<file path="config.mk">
export PLATFORM = sky130hd
export DESIGN_NAME = button_conditioner
export DESIGN_NICKNAME = d
export VERILOG_FILES = /design/src/rtl/button_conditioner_pkg.sv /design/src/rtl/debounce_channel.sv /design/src/rtl/button_conditioner.sv
export SDC_FILE = /design/constraint.sdc
export NUM_CORES = 1
export LEC_CHECK = 0
export CAP_MARGIN = 20
export CORE_MARGIN = 5
export CORE_UTILIZATION = 40
export DETAILED_ROUTE_END_ITERATION = 8
export PLACE_DENSITY = 0.64
export SYNTH_ARGS = -nofsm -noshare
export SYNTH_HDL_FRONTEND = slang
export SYNTH_SLANG_ARGS = --single-unit
export TNS_END_PERCENT = 5
</file>
<file path="constraint.sdc">
create_clock -name i_clock -period 3.6 [get_ports i_clock]
set_input_delay 0.36 -clock i_clock [delete_from_list [all_inputs] [get_ports i_clock]]
set_output_delay 0.36 -clock i_clock [all_outputs]
set_load 0.02 [all_outputs]
</file>
<file path="src/rtl/button_conditioner_pkg.sv">
// -----------------------------------------------------------------------------
// button_conditioner_pkg
//   Shared definitions for the button conditioner:
//     - 2-bit debounce FSM state encodings
//     - DEBOUNCE_CYCLES derivation from clock frequency and stability window
//     - counter width helper
//   Optional feature macro used by the block: BUTTON_CONDITIONER_LONG_PRESS_EN
// -----------------------------------------------------------------------------
package button_conditioner_pkg;

    localparam logic [1:0] ST_RELEASED  = 2'd0;
    localparam logic [1:0] ST_CHK_PRESS = 2'd1;
    localparam logic [1:0] ST_PRESSED   = 2'd2;
    localparam logic [1:0] ST_CHK_REL   = 2'd3;

    // Integer MHz first, so the result matches the documented formula exactly.
    function automatic int unsigned debounce_cycles(input int unsigned clock_hz,
                                                    input int unsigned time_us);
        return (clock_hz / 1000000) * time_us;
    endfunction

    // Width able to hold 0..n-1; never narrower than one bit.
    function automatic int unsigned cnt_width(input int unsigned n);
        return (n <= 2) ? 1 : $clog2(n);
    endfunction

endpackage

</file>
<file path="src/rtl/debounce_channel.sv">
// -----------------------------------------------------------------------------
// debounce_channel
//   One button channel: polarity normalise, two-flop synchroniser, counter
//   based debounce FSM, registered press/release pulses and, when
//   BUTTON_CONDITIONER_LONG_PRESS_EN is defined, a saturating hold counter
//   producing a single long-press pulse per press.
// Ports
//   i_clock        system clock
//   i_reset        asynchronous active-low reset
//   i_raw          raw asynchronous button pin
//   o_level        debounced level, 1 = pressed
//   o_press        1-cycle pulse when the level rises
//   o_release      1-cycle pulse when the level falls
//   o_long_press   1-cycle long-press pulse (0 when the macro is undefined)
// -----------------------------------------------------------------------------
module debounce_channel
    import button_conditioner_pkg::*;
#(
    parameter int unsigned DEBOUNCE_CYCLES    = 8,
    parameter int unsigned BUTTON_ACTIVE_HIGH = 1,
    parameter int unsigned LONG_PRESS_CYCLES  = 20
) (
    input  logic i_clock,
    input  logic i_reset,
    input  logic i_raw,
    output logic o_level,
    output logic o_press,
    output logic o_release,
    output logic o_long_press
);

    localparam int unsigned CW = cnt_width(DEBOUNCE_CYCLES);
    localparam logic [CW-1:0] CNT_LAST = CW'(DEBOUNCE_CYCLES - 1);

    if (DEBOUNCE_CYCLES < 2) begin : g_chk_debounce
        $error("DEBOUNCE_CYCLES must be >= 2");
    end
    if (LONG_PRESS_CYCLES < 2) begin : g_chk_long
        $error("LONG_PRESS_CYCLES must be >= 2");
    end

    logic          w_norm;
    logic          w_s;
    logic          r_sync1, r_sync2;
    logic [1:0]    r_state, w_state_d;
    logic [CW-1:0] r_count, w_count_d;
    logic          r_level, w_level_d;
    logic          r_press, w_press_d;
    logic          r_release, w_release_d;

    assign w_norm = (BUTTON_ACTIVE_HIGH != 0) ? i_raw : ~i_raw;
    assign w_s    = r_sync2;

    always_ff @(posedge i_clock or negedge i_reset) begin
        if (!i_reset) begin
            r_sync1   <= 1'b0;
            r_sync2   <= 1'b0;
            r_state   <= ST_RELEASED;
            r_count   <= '0;
            r_level   <= 1'b0;
            r_press   <= 1'b0;
            r_release <= 1'b0;
        end else begin
            r_sync1   <= w_norm;
            r_sync2   <= r_sync1;
            r_state   <= w_state_d;
            r_count   <= w_count_d;
            r_level   <= w_level_d;
            r_press   <= w_press_d;
            r_release <= w_release_d;
        end
    end

    // Any disagreement of s during a check aborts it with the count cleared.
    always_comb begin
        w_state_d   = r_state;
        w_count_d   = r_count;
        w_level_d   = r_level;
        w_press_d   = 1'b0;
        w_release_d = 1'b0;
        case (r_state)
            ST_RELEASED: begin
                if (w_s) begin
                    w_state_d = ST_CHK_PRESS;
                    w_count_d = '0;
                end
            end
            ST_CHK_PRESS: begin
                if (!w_s) begin
                    w_state_d = ST_RELEASED;
                    w_count_d = '0;
                end else if (r_count == CNT_LAST) begin
                    w_state_d = ST_PRESSED;
                    w_count_d = '0;
                    w_level_d = 1'b1;
                    w_press_d = 1'b1;
                end else begin
                    w_count_d = r_count + CW'(1);
                end
            end
            ST_PRESSED: begin
                if (!w_s) begin
                    w_state_d = ST_CHK_REL;
                    w_count_d = '0;
                end
            end
            ST_CHK_REL: begin
                if (w_s) begin
                    w_state_d = ST_PRESSED;
                    w_count_d = '0;
                end else if (r_count == CNT_LAST) begin
                    w_state_d   = ST_RELEASED;
                    w_count_d   = '0;
                    w_level_d   = 1'b0;
                    w_release_d = 1'b1;
                end else begin
                    w_count_d = r_count + CW'(1);
                end
            end
            default: begin
                w_state_d = ST_RELEASED;
                w_count_d = '0;
            end
        endcase
    end

    assign o_level   = r_level;
    assign o_press   = r_press;
    assign o_release = r_release;

`ifdef BUTTON_CONDITIONER_LONG_PRESS_EN
    localparam int unsigned HW = $clog2(LONG_PRESS_CYCLES + 1);
    localparam logic [HW-1:0] HOLD_LAST = HW'(LONG_PRESS_CYCLES - 1);
    localparam logic [HW-1:0] HOLD_MAX  = HW'(LONG_PRESS_CYCLES);

    logic [HW-1:0] r_hold;
    logic          r_long;
    logic          w_enter_pressed;

    // Only a fresh debounced press restarts timing; a bounce back from CHK_REL does not.
    assign w_enter_pressed = (r_state == ST_CHK_PRESS) && (w_state_d == ST_PRESSED);

    always_ff @(posedge i_clock or negedge i_reset) begin
        if (!i_reset) begin
            r_hold <= '0;
            r_long <= 1'b0;
        end else begin
            // Saturation at HOLD_MAX guarantees a single pulse per press.
            r_long <= (r_state == ST_PRESSED) && (r_hold == HOLD_LAST);
            if (w_enter_pressed) begin
                r_hold <= '0;
            end else if ((r_state == ST_PRESSED) && (r_hold != HOLD_MAX)) begin
                r_hold <= r_hold + HW'(1);
            end
        end
    end

    assign o_long_press = r_long;
`else
    assign o_long_press = 1'b0;
`endif

endmodule

</file>
<file path="src/rtl/button_conditioner.sv">
// -----------------------------------------------------------------------------
// button_conditioner
//   Board-level input stage between raw push-buttons and rvsteel_soc.
//   One debounce_channel per button; this level only adds the stretched,
//   active-high soc_reset driven by button 0 and the board reset.
//   Optional feature macro: BUTTON_CONDITIONER_LONG_PRESS_EN (long-press pulses).
// Ports
//   i_clock              system clock
//   i_reset              asynchronous active-low board reset
//   i_button_raw         raw asynchronous button pins
//   o_button_level       debounced levels, 1 = pressed
//   o_button_press       1-cycle pulses on debounced press
//   o_button_release     1-cycle pulses on debounced release
//   o_button_long_press  1-cycle long-press pulses (0 without the macro)
//   o_soc_reset          active-high reset for rvsteel_soc
// -----------------------------------------------------------------------------
module button_conditioner
    import button_conditioner_pkg::*;
#(
    parameter int unsigned CLOCK_FREQUENCY      = 50000000,
    parameter int unsigned DEBOUNCE_TIME_US     = 10000,
    parameter int unsigned NUM_BUTTONS          = 2,
    parameter int unsigned BUTTON_ACTIVE_HIGH   = 1,
    parameter int unsigned RESET_STRETCH_CYCLES = 16,
    parameter int unsigned LONG_PRESS_CYCLES    = 50000000
) (
    input  logic                   i_clock,
    input  logic                   i_reset,
    input  logic [NUM_BUTTONS-1:0] i_button_raw,
    output logic [NUM_BUTTONS-1:0] o_button_level,
    output logic [NUM_BUTTONS-1:0] o_button_press,
    output logic [NUM_BUTTONS-1:0] o_button_release,
    output logic [NUM_BUTTONS-1:0] o_button_long_press,
    output logic                   o_soc_reset
);

    localparam int unsigned DEBOUNCE_CYCLES = debounce_cycles(CLOCK_FREQUENCY, DEBOUNCE_TIME_US);
    localparam int unsigned SW = $clog2(RESET_STRETCH_CYCLES + 1);
    localparam logic [SW-1:0] STRETCH_LOAD = SW'(RESET_STRETCH_CYCLES);

    if (NUM_BUTTONS < 1) begin : g_chk_buttons
        $error("NUM_BUTTONS must be >= 1");
    end
    if (RESET_STRETCH_CYCLES < 1) begin : g_chk_stretch
        $error("RESET_STRETCH_CYCLES must be >= 1");
    end

    logic [NUM_BUTTONS-1:0] w_level;
    logic [SW-1:0]          r_stretch;
    logic                   r_soc_reset;

    for (genvar g = 0; g < NUM_BUTTONS; g++) begin : g_chan
        debounce_channel #(
            .DEBOUNCE_CYCLES    (DEBOUNCE_CYCLES),
            .BUTTON_ACTIVE_HIGH (BUTTON_ACTIVE_HIGH),
            .LONG_PRESS_CYCLES  (LONG_PRESS_CYCLES)
        ) u_chan (
            .i_clock      (i_clock),
            .i_reset      (i_reset),
            .i_raw        (i_button_raw[g]),
            .o_level      (w_level[g]),
            .o_press      (o_button_press[g]),
            .o_release    (o_button_release[g]),
            .o_long_press (o_button_long_press[g])
        );
    end

    // The counter is held at its load value while button 0 is down, so the
    // countdown starts on the edge where level[0] falls.
    always_ff @(posedge i_clock or negedge i_reset) begin
        if (!i_reset) begin
            r_stretch   <= STRETCH_LOAD;
            r_soc_reset <= 1'b1;
        end else if (w_level[0]) begin
            r_stretch   <= STRETCH_LOAD;
            r_soc_reset <= 1'b1;
        end else if (r_stretch != '0) begin
            r_stretch   <= r_stretch - SW'(1);
            r_soc_reset <= (r_stretch != SW'(1));
        end else begin
            r_soc_reset <= 1'b0;
        end
    end

    // OR with level[0] so soc_reset rises in the same cycle as the debounced press.
    assign o_soc_reset    = r_soc_reset | w_level[0];
    assign o_button_level = w_level;

endmodule

</file>
==> impl_metrics.toml <==
[global_route]
antenna_found_initial = 0
grt_max_degree = 32
grt_usage_pct = 13.82
grt.overflow.total = 0
grt_first_pass_wirelength_um = 11130
grt_pass1_vias = 2462

[timing]
skew_ps = 9.639
max_freq_mhz = 466.5
final-setup-viol-count = 0
grt_setup_unrepaired = "false"
slew_violations = 0
tns_ps = 0
tightest_slew_ps = 904.1
slew-limit-headroom_pct = 39.73
post-route-min-period_ps = 2144
min_period_over_period_pct = 59.54
fin_ws_ps = 1456
finalHoldViolCount = 0

[place]
dp_cells = 427
dp_slack_ps = 1470
portBuffers = 10
hpwlAfterDp_um = 4282
place.gp.congestion = 0.8087

[clock_tree]
htree_levels = 3
cts_root_buf = "clkbuf_8"
clock_latency_ps = 340
cts.clk_slew.worst_paths_ps = 70
postCtsSetupRepairBufs = 0
ctsResizeCount = 0
cts_tree = "yes"
ctsLongestPathBuffers = 2
clock_sinks = 58
cts_buffers = 9
cts_hold_buf = 0

[logic_synthesis]
syn_area_per_cell_um2 = 9.431
synth_ff_type = "dfrtp_1"
synth_most_common_cell = "dfrtp_1"
synthCells = 333
yosys-top-cells-area = "dfrtp_1 45%, nand2_1 4.4%, nand3_1 3.8%"
synth_edf_count = 0
yosys-top-cells-count = "56 x dfrtp_1, 37 x nand2_1, 24 x nand3_1"
yosysTopAreaCell = "dfrtp_1"
synth_top_area_share_pct = 44.62
seq_area_frac_synth_pct = 46.29
synth_seq_cells = 58
synth_cell_types = 55
syn_area_um2 = 3141
yosysWarnings = 0
async_flop_share_pct = 100.0

[detailed_routing]
via_per_inst = 5.451
first_pass_iters = 4
wire_per_inst_um = 14.08
drc = 0
ant_nets = 0
drt_iter0_markers = 110
finalWirelength_um = 6237
num_vias = 2415

[worst_setup_path]
worstSetupPathType = "flip-flop to flip-flop"
critPathArrivalTime_ps = 2360
crit_required_ps = 3820
path_cells = "ha_1 > and4_1 > nand4_1 > o21a_1 > a21o_1 > a22o_1"
crit_slowest_cell = "o21a_1"
critPathMaxFanout = 19
cpPeakStageDelay_ps = 450
worstSetupStartpointType = "flip-flop"
endpoint_kind = "flip-flop"

[final_layout]
instances_no_fill = 443
n_antenna_cell = 0
drive_above_1_share_pct = 10.85
fin_nets = 345
areaGrowthSynthToFinish_pct = 9.761
finish.utilization_pct = 44.84

[die]
core_region_area_um2 = 7687
die_h_um = 98.61
initial_utilization_pct = 40.85
fp-row-count = 32
dieArea_um2 = 9723
ioPinCount = 13
dieWidth_um = 98.61

[power]
switching_share_pct = 27.30
p_clk_share_pct = 40.5
vdd_drop_max_uv = 236.6
power_frac_comb_pct = 11.7
power_frac_seq_pct = 47.7
cellPowerDensity_nw_per_um2 = 423.8
leakage_nw = 1.515
p_int_mw = 1.062
p_sw_uw = 398.8

[run_status]
status = "completed"

[worst_hold_path]
hp-class = "input port to async pin"

[flow_run]
maxCapViolations = 0
-- cell type report --
type,instances,area [um^2]
Fill cell,752,4240
Multi-Input combinational cell,240,1504
Sequential cell,58,1454
Clock buffer,11,141.4
Tap cell,102,127.6
Timing Repair Buffer,12,110.1
Inverter,15,56.30
Clock inverter,5,53.80
-- state kept, by name, indices dropped and copies added (netlist names), named ones only --
signal,flops
g_chan.u_chan.r_count,38
r_stretch,5
g_chan.u_chan.o_level,2
g_chan.u_chan.o_press,2
g_chan.u_chan.o_release,2
g_chan.u_chan.r_state,2
g_chan.u_chan.r_sync1,2
g_chan.u_chan.r_sync2,2
r_soc_reset,1
-- metal layers --
layer | track usage, % | routed length, um | share of wire (%)
met1 | 16.75 | 2895 | 46
met2 | 23.45 | 3080 | 49
met3 | 4.034 | 208 | 3.3
met4 | 4.832 | 53 | 0.85
met5 | 0 | 0 | 0
-- logic make-up (layout without fill, tap and decap cells) --
kind of cell	count (synthesis)	after routing	share of synthesized area [%]
AND/OR/NAND/NOR	151	151	27.29
AO/OA/AOI/OAI	69	69	14.34
flip-flops	58	58	46.29
buffers and inverters	36	43	5.936
multiplexers	8	8	2.630
adder cells (fa/ha/maj)	5	5	1.992
XOR/XNOR	5	5	1.395
other	1	2	0.1194
-- worst paths after layout --
path / from / end / slack [ps] / cells after the start
max reg2reg: g_chan[0].u_chan.r_count[0] / g_chan[0].u_chan.r_count[12] / 1460 / 6
max: g_chan[0].u_chan.r_count[0] / g_chan[0].u_chan.r_count[12] / 1460 / 6
min: i_reset / g_chan[1].u_chan.r_count[15] / 40 / 1
min reg2reg: g_chan[0].u_chan.r_sync1 / g_chan[0].u_chan.r_sync2 / 350 / 0
max in group asynchronous: i_reset / r_soc_reset / 2680 / 2
min in group i_clock: g_chan[0].u_chan.r_sync1 / g_chan[0].u_chan.r_sync2 / 350 / 0
-- power by group through the flow --
stage | registers (mW) | clock network (mW) | logic, mW
after floorplan | 0.704 | 0 | 0.135
after global placement | 0.707 | 0 | 0.167
after detailed placement | 0.709 | 0 | 0.171
after CTS | 0.697 | 0.611 | 0.171
after global routing | 0.701 | 0.636 | 0.193
final | 0.697 | 0.592 | 0.171
-- stage by stage --
stage	power, mW	hold slack, ps	cell area (um^2)
after CTS	1.479	61.50	3447
after global placement	0.8738	332.0	3252
after global routing	1.530	88.89	3447
after detailed placement	0.8801	335.6	3252
after floorplan	0.8389	64.41	3144
final	1.461	41.96	3447
-- cells in the final DEF (no fill, tap or decap), types with 5 or more instances in the layout --
master           count
clkbuf_8            10
inv_1               15
dfrtp_1             56
clkdlybuf4s50_1      9
nor3_1              10
and2_1               5
or3_1                8
mux2i_1              6
a21o_1              10
ha_1                 5
o21ai_0             17
nand4_1              8
a21oi_1             18
and3_1               5
nor4_1               7
nand3_1             24
nor2_1              19
nand2_1             37
-- critical path: cells and delay by family (launching register included) --
kind,cells,cell delay [ps]
AOI/OAI and AO/OA,3,910
and+or+nand+nor,2,500
DFF,1,390
adders and majority gates,1,220
(Power assumes the default switching activity.)
